## src/rtl/alu_pkg.sv

```systemverilog
// Shared opcodes, flag bit positions and FSM states for the ALU command controller.
package alu_pkg;

  localparam int unsigned OP_W  = 3;
  localparam int unsigned FLG_W = 4;

  localparam logic [OP_W-1:0] OP_NOP = 3'b000;
  localparam logic [OP_W-1:0] OP_ADD = 3'b001;
  localparam logic [OP_W-1:0] OP_SUB = 3'b010;
  localparam logic [OP_W-1:0] OP_AND = 3'b011;
  localparam logic [OP_W-1:0] OP_OR  = 3'b100;
  localparam logic [OP_W-1:0] OP_NOT = 3'b101;

  localparam int unsigned FLG_C = 0;
  localparam int unsigned FLG_P = 1;
  localparam int unsigned FLG_Z = 2;
  localparam int unsigned FLG_V = 3;

  typedef enum logic [1:0] {
    ST_IDLE  = 2'd0,
    ST_SETUP = 2'd1,
    ST_EXEC  = 2'd2,
    ST_RESP  = 2'd3
  } state_e;

  // Opcodes above NOT are reserved and must never reach the ALU.
  function automatic logic is_legal_op(input logic [OP_W-1:0] op);
    return (op <= OP_NOT);
  endfunction

endpackage

```

## src/rtl/alu_cmd_regfile.sv

```systemverilog
// Small general register file: two combinational read ports, one synchronous write port.
module alu_cmd_regfile #(
  parameter int unsigned WIDTH = 8,
  parameter int unsigned NREG  = 4,
  localparam int unsigned IDX_W = $clog2(NREG)
) (
  input  logic             clk,
  input  logic             rst_n,
  input  logic [IDX_W-1:0] raddr1,
  input  logic [IDX_W-1:0] raddr2,
  output logic [WIDTH-1:0] rdata1_c,
  output logic [WIDTH-1:0] rdata2_c,
  input  logic             we,
  input  logic [IDX_W-1:0] waddr,
  input  logic [WIDTH-1:0] wdata
);

  logic [WIDTH-1:0] regs_q [NREG];
  logic [WIDTH-1:0] regs_d [NREG];

  assign rdata1_c = regs_q[raddr1];
  assign rdata2_c = regs_q[raddr2];

  // Next register contents: a single write per cycle.
  always_comb begin
    regs_d = regs_q;
    if (we) begin
      regs_d[waddr] = wdata;
    end
  end

  // Register storage, cleared on reset.
  always_ff @(posedge clk or negedge rst_n) begin
    if (!rst_n) begin
      for (int unsigned i = 0; i < NREG; i++) begin
        regs_q[i] <= '0;
      end
    end else begin
      regs_q <= regs_d;
    end
  end

endmodule

```

## src/rtl/alu_cmd_ctrl.sv

```systemverilog
// Command controller sequencing an edge-triggered ALU: operands first, then the opcode edge.
module alu_cmd_ctrl
  import alu_pkg::*;
#(
  parameter int unsigned WIDTH = 8,
  parameter int unsigned NREG  = 4,
  localparam int unsigned IDX_W = $clog2(NREG)
) (
  input  logic             clk,
  input  logic             rst_n,
  input  logic             cmd_valid,
  output logic             cmd_ready,
  input  logic [OP_W-1:0]  cmd_op,
  input  logic [IDX_W-1:0] cmd_dst,
  input  logic [IDX_W-1:0] cmd_src1,
  input  logic [IDX_W-1:0] cmd_src2,
  input  logic             cmd_use_imm,
  input  logic [WIDTH-1:0] cmd_imm,
  output logic [WIDTH-1:0] alu_in1,
  output logic [WIDTH-1:0] alu_in2,
  output logic [OP_W-1:0]  alu_op,
  input  logic [WIDTH-1:0] alu_out,
  input  logic             carry,
  input  logic             odd_parity,
  input  logic             zero,
  input  logic             overflow,
  output logic             rsp_valid,
  input  logic             rsp_ready,
  output logic [WIDTH-1:0] rsp_data,
  output logic [FLG_W-1:0] rsp_flags,
  output logic             rsp_err
);

  state_e           state_q, state_d;
  logic [OP_W-1:0]  op_q, op_d;
  logic [IDX_W-1:0] dst_q, dst_d;
  logic [WIDTH-1:0] alu_in1_q, alu_in1_d;
  logic [WIDTH-1:0] alu_in2_q, alu_in2_d;
  logic [OP_W-1:0]  alu_op_q, alu_op_d;
  logic [FLG_W-1:0] flags_q, flags_d;
  logic             cmd_ready_q, cmd_ready_d;
  logic             rsp_valid_q, rsp_valid_d;
  logic [WIDTH-1:0] rsp_data_q, rsp_data_d;
  logic [FLG_W-1:0] rsp_flags_q, rsp_flags_d;
  logic             rsp_err_q, rsp_err_d;

  logic [IDX_W-1:0] rf_raddr1_c;
  logic [WIDTH-1:0] rf_rdata1_c;
  logic [WIDTH-1:0] rf_rdata2_c;
  logic             rf_we_c;
  logic [FLG_W-1:0] cap_flags_c;

  alu_cmd_regfile #(
    .WIDTH (WIDTH),
    .NREG  (NREG)
  ) u_regfile (
    .clk      (clk),
    .rst_n    (rst_n),
    .raddr1   (rf_raddr1_c),
    .raddr2   (cmd_src2),
    .rdata1_c (rf_rdata1_c),
    .rdata2_c (rf_rdata2_c),
    .we       (rf_we_c),
    .waddr    (dst_q),
    .wdata    (alu_out)
  );

  // Next state, operand/opcode sequencing, flag cleanup and response loading.
  always_comb begin
    state_d     = state_q;
    op_d        = op_q;
    dst_d       = dst_q;
    alu_in1_d   = alu_in1_q;
    alu_in2_d   = alu_in2_q;
    alu_op_d    = alu_op_q;
    flags_d     = flags_q;
    rsp_valid_d = rsp_valid_q;
    rsp_data_d  = rsp_data_q;
    rsp_flags_d = rsp_flags_q;
    rsp_err_d   = rsp_err_q;
    rf_raddr1_c = dst_q;
    rf_we_c     = 1'b0;

    // Carry and overflow only carry meaning for ADD.
    cap_flags_c        = '0;
    cap_flags_c[FLG_C] = (op_q == OP_ADD) & carry;
    cap_flags_c[FLG_V] = (op_q == OP_ADD) & overflow;
    cap_flags_c[FLG_Z] = zero;
    cap_flags_c[FLG_P] = odd_parity;

    unique case (state_q)
      ST_IDLE: begin
        // Read port 1 serves the sources at accept and dst afterwards.
        rf_raddr1_c = cmd_src1;
        if (cmd_valid && cmd_ready_q) begin
          state_d   = ST_SETUP;
          op_d      = cmd_op;
          dst_d     = cmd_dst;
          alu_in1_d = rf_rdata1_c;
          alu_in2_d = cmd_use_imm ? cmd_imm : rf_rdata2_c;
        end
      end
      ST_SETUP: begin
        state_d  = ST_EXEC;
        alu_op_d = is_legal_op(op_q) ? op_q : OP_NOP;
      end
      ST_EXEC: begin
        state_d     = ST_RESP;
        alu_op_d    = OP_NOP;
        rsp_valid_d = 1'b1;
        rsp_err_d   = 1'b0;
        if (!is_legal_op(op_q)) begin
          rsp_data_d  = rf_rdata1_c;
          rsp_flags_d = '0;
          rsp_err_d   = 1'b1;
        end else if (op_q == OP_NOP) begin
          rsp_data_d  = rf_rdata1_c;
          rsp_flags_d = flags_q;
        end else begin
          rf_we_c     = 1'b1;
          rsp_data_d  = alu_out;
          flags_d     = cap_flags_c;
          rsp_flags_d = cap_flags_c;
        end
      end
      ST_RESP: begin
        if (rsp_ready) begin
          state_d     = ST_IDLE;
          rsp_valid_d = 1'b0;
        end
      end
      default: state_d = ST_IDLE;
    endcase

    cmd_ready_d = (state_d == ST_IDLE);
  end

  // State, datapath and response registers.
  always_ff @(posedge clk or negedge rst_n) begin
    if (!rst_n) begin
      state_q     <= ST_IDLE;
      op_q        <= OP_NOP;
      dst_q       <= '0;
      alu_in1_q   <= '0;
      alu_in2_q   <= '0;
      alu_op_q    <= OP_NOP;
      flags_q     <= '0;
      cmd_ready_q <= 1'b0;
      rsp_valid_q <= 1'b0;
      rsp_data_q  <= '0;
      rsp_flags_q <= '0;
      rsp_err_q   <= 1'b0;
    end else begin
      state_q     <= state_d;
      op_q        <= op_d;
      dst_q       <= dst_d;
      alu_in1_q   <= alu_in1_d;
      alu_in2_q   <= alu_in2_d;
      alu_op_q    <= alu_op_d;
      flags_q     <= flags_d;
      cmd_ready_q <= cmd_ready_d;
      rsp_valid_q <= rsp_valid_d;
      rsp_data_q  <= rsp_data_d;
      rsp_flags_q <= rsp_flags_d;
      rsp_err_q   <= rsp_err_d;
    end
  end

  assign cmd_ready = cmd_ready_q;
  assign alu_in1   = alu_in1_q;
  assign alu_in2   = alu_in2_q;
  assign alu_op    = alu_op_q;
  assign rsp_valid = rsp_valid_q;
  assign rsp_data  = rsp_data_q;
  assign rsp_flags = rsp_flags_q;
  assign rsp_err   = rsp_err_q;

endmodule

```

## config.mk

```make
export PLATFORM = sky130hd
export DESIGN_NAME = alu_cmd_ctrl
export DESIGN_NICKNAME = d
export VERILOG_FILES = /design/src/rtl/alu_pkg.sv /design/src/rtl/alu_cmd_regfile.sv /design/src/rtl/alu_cmd_ctrl.sv
export SDC_FILE = /design/constraint.sdc
export NUM_CORES = 1
export LEC_CHECK = 0
export BUFFER_PORTS_ARGS = -buffer_cell sky130_fd_sc_hd__buf_2
export CAP_MARGIN = 20
export CELL_PAD_IN_SITES_DETAIL_PLACEMENT = 1
export CELL_PAD_IN_SITES_GLOBAL_PLACEMENT = 2
export CORE_MARGIN = 4
export CORE_UTILIZATION = 36
export CTS_BUF_LIST = sky130_fd_sc_hd__clkbuf_8
export DETAILED_ROUTE_END_ITERATION = 12
export PLACE_DENSITY_LB_ADDON = 0.1
export SYNTH_ARGS = -nofsm -noshare
export SYNTH_HDL_FRONTEND = slang
export SYNTH_SLANG_ARGS = --single-unit
```

## constraint.sdc

```tcl
create_clock -name clk -period 4.6 [get_ports clk]
set_clock_uncertainty 0.05 [all_clocks]
set_input_delay 0.69 -clock clk [delete_from_list [all_inputs] [get_ports clk]]
set_output_delay 0.69 -clock clk [all_outputs]
set_load 0.005 [all_outputs]
```

==> out/metrics.cfg <==
[status]
status = completed

[logic_synthesis]
yosysMostFrequentCell = dfrtp_1
synth_area_leaders = dfrtp_1 49%, mux2_2 11%, nand2_1 5.7%
netlist.top_cell.by_area = dfrtp_1
synth_common_cells = 77 x dfrtp_1, 60 x nand2_1, 37 x mux2_2, 19 x nor2b_1
synth_cell_types = 37
synth_edf_count = 0
syn_area_per_cell_um2 = 10.7
synth_top_area_share_pct = 48.9
synth_ff_type = dfrtp_1
syn_nets = 406
synthCells = 368
synthArstFlopShare_pct = 100
yosysSeqAreaShare_pct = 48.9
ys_ff_latch = 77
syn-cell-area_um2 = 3940
synth_warnings = 0

[worst_setup_path]
crit_family = simple AND/OR/NAND/NOR gates
critical-path-max-stage-delay_ns = 0.64
crit_type = reg2reg
critical_path_depth = 4
cp_slowest_cell = dfrtp_1
path_cells = nor3_2 -> a21oi_2 -> nand4b_2 -> mux2_2
start_kind = flip-flop
r2r_cells = 4
crit_required_ns = 4.78
path_max_fanout = 14
crit_arrival_ns = 2.68
path_buf_inv = 0
end_kind = flip-flop
r2r_setup_slack_ns = 2.11

[grt]
grt_pass1_wl_um = 18000
first_global_vias = 3088
grt_max_degree = 78
grtUsageTotal_pct = 18.4
antenna_found_initial = 0
grt_overflow = 0

[drt]
via_count = 3083
wl_um = 11300
avgRoutedWirePerCell_um = 19.9
ant_nets = 0
firstDrtPassIters = 4
routed_via_density = 5.45
drc = 0
drt_iter0_markers = 197

[sta]
rsz0062_at_grt = false
period_share_pct = 54.2
finalHoldViolations = 0
slew_violations = 0
timing.fmax_ghz = 0.401
tightestPinTransition_ns = 0.884
setup-violations-final = 0
tns_ns = 0
max-slew-margin-rel_pct = 41.0
fin_crit_ns = 2.49

[floorplan]
die_h_um = 113
chipWidth_um = 113
initial_core_util_pct = 37.5
core_area_um2 = 10500
rows = 37
ioPinCount = 68
die_area_um2 = 12700

[clocking]
clock-root-buffer = clkbuf_8
h-tree-depth = 3
cts_made_buffers = 9
clockBufferDepth = 2
clkTransAtPathRegs_ns = 0.08
cts_tree = yes
clock_latency_ns = 0.36
post_cts_resize_count = 0
cts_setup_buffers = 0
cts_num_sinks = 77
postCtsHoldBufs = 0

[final_layout]
finalNonFillerCells = 566
postLayoutCellArea_um2 = 4620
drive_gt1_share_pct = 31.2
n_antenna_cell = 0
register_area_um2 = 1930
fin_util_pct = 44.0
nFillCells = 1185
syn2layout_area_growth_pct = 17.2
multi_input_area_um2 = 1860
layout.nets = 463

[placement]
numPortBuffers = 67
placed_cells = 549
place.gp.congestion = 0.786
hpwl_um = 7890
postPlaceCellArea_um2 = 4360

[power_and_ir_drop]
ir_drop_uv = 258
power.leakage_nw = 2.14
total_power_mw = 3.52
cellPowerDensity_nw_per_um2 = 761

[job]
maxCapViolCount = 0

[worst_hold_path]
hold_path.class = in2async

==> worst reg2reg max path, cell delays in order, from the launching register on <==
cell	delay [ns]
dfrtp_1	0.64
nor3_2	0.15
a21oi_2	0.60
nand4b_2	0.50
mux2_2	0.43
==> cell families (layout without fill, tap and decap cells) <==
logic type | count (synthesis) | in the layout | synth area share (%)
DFF | 77 | 77 | 48.9
AOI/OAI and AO/OA | 75 | 75 | 13.2
buffers and inverters | 39 | 101 | 4.03
muxes | 56 | 56 | 17.9
and+or+nand+nor | 117 | 117 | 14.7
adders and majority gates | 4 | 4 | 1.27
==> sequential cells by signal, summed over array words and instances, names as in the netlist <==
name and count:
cmd_ready 1, rsp_flags 4, u_regfile.regs_q 32, alu_op 3, rsp_data 8, alu_in2 8, rsp_err 1, flags_q 4
rsp_valid 1, op_q 3, dst_q 2, alu_in1 8, state_q 2
==> report_power, final <==
| part | switching [mW] | internal [mW] | total (mW) |
|---|---|---|---|
| registers | 0.332 | 1.02 | 1.35 |
| clock network | 0.257 | 0.371 | 0.628 |
| logic | 0.788 | 0.753 | 1.54 |
| total | 1.38 | 2.14 | 3.52 |
==> per-layer routing <==
layer / vias up / routed length (µm) / share of wire, % / track usage, %
met4: 0 / 125 / 1.1 / 4.09
met5: - / 0 / 0 / 0
met1: 1568 / 5210 / 46 / 25.4
li1: 1434 / - / - / -
met2: 71 / 5460 / 49 / 29.9
met3: 10 / 456 / 4.1 / 3.56
==> metrics by stage <==
step	hold slack, ns	setup slack, ns
after floorplan	0.344	2.79
after global placement	0.402	2.11
after detailed placement	0.426	2.12
after CTS	0.443	2.10
after global routing	0.277	1.88
final	0.247	2.11
==> path summary, 6_finish.rpt <==
kind                            start                   end
max reg2reg                   op_q[2]  u_regfile.regs_q[21]
min in group clk           flags_q[3]            flags_q[3]
min                             rst_n             rsp_valid
max                           op_q[2]  u_regfile.regs_q[21]
min reg2reg                flags_q[3]            flags_q[3]
max in group asynchronous       rst_n   u_regfile.regs_q[5]
==> cell usage in the layout (no fill, tap or decap), drive strengths merged, types with 11 or more instances in the layout <==
cell,n
mux2,37
buf,69
a21oi,14
a22o,16
nor2,16
mux2i,11
inv,18
nor2b,19
o21ai,13
nand2,60
dfrtp,77
==> final cells by class <==
cell class | instances | share of cell area, %
clock inverters | 6 | 2.22
multi-input cells | 252 | 40.2
flip-flops and latches | 77 | 41.7
inverters | 16 | 1.30
clock buffers | 10 | 2.98
well taps | 136 | 3.68
repair buffers | 69 | 7.91
(Power assumes the default switching activity.)
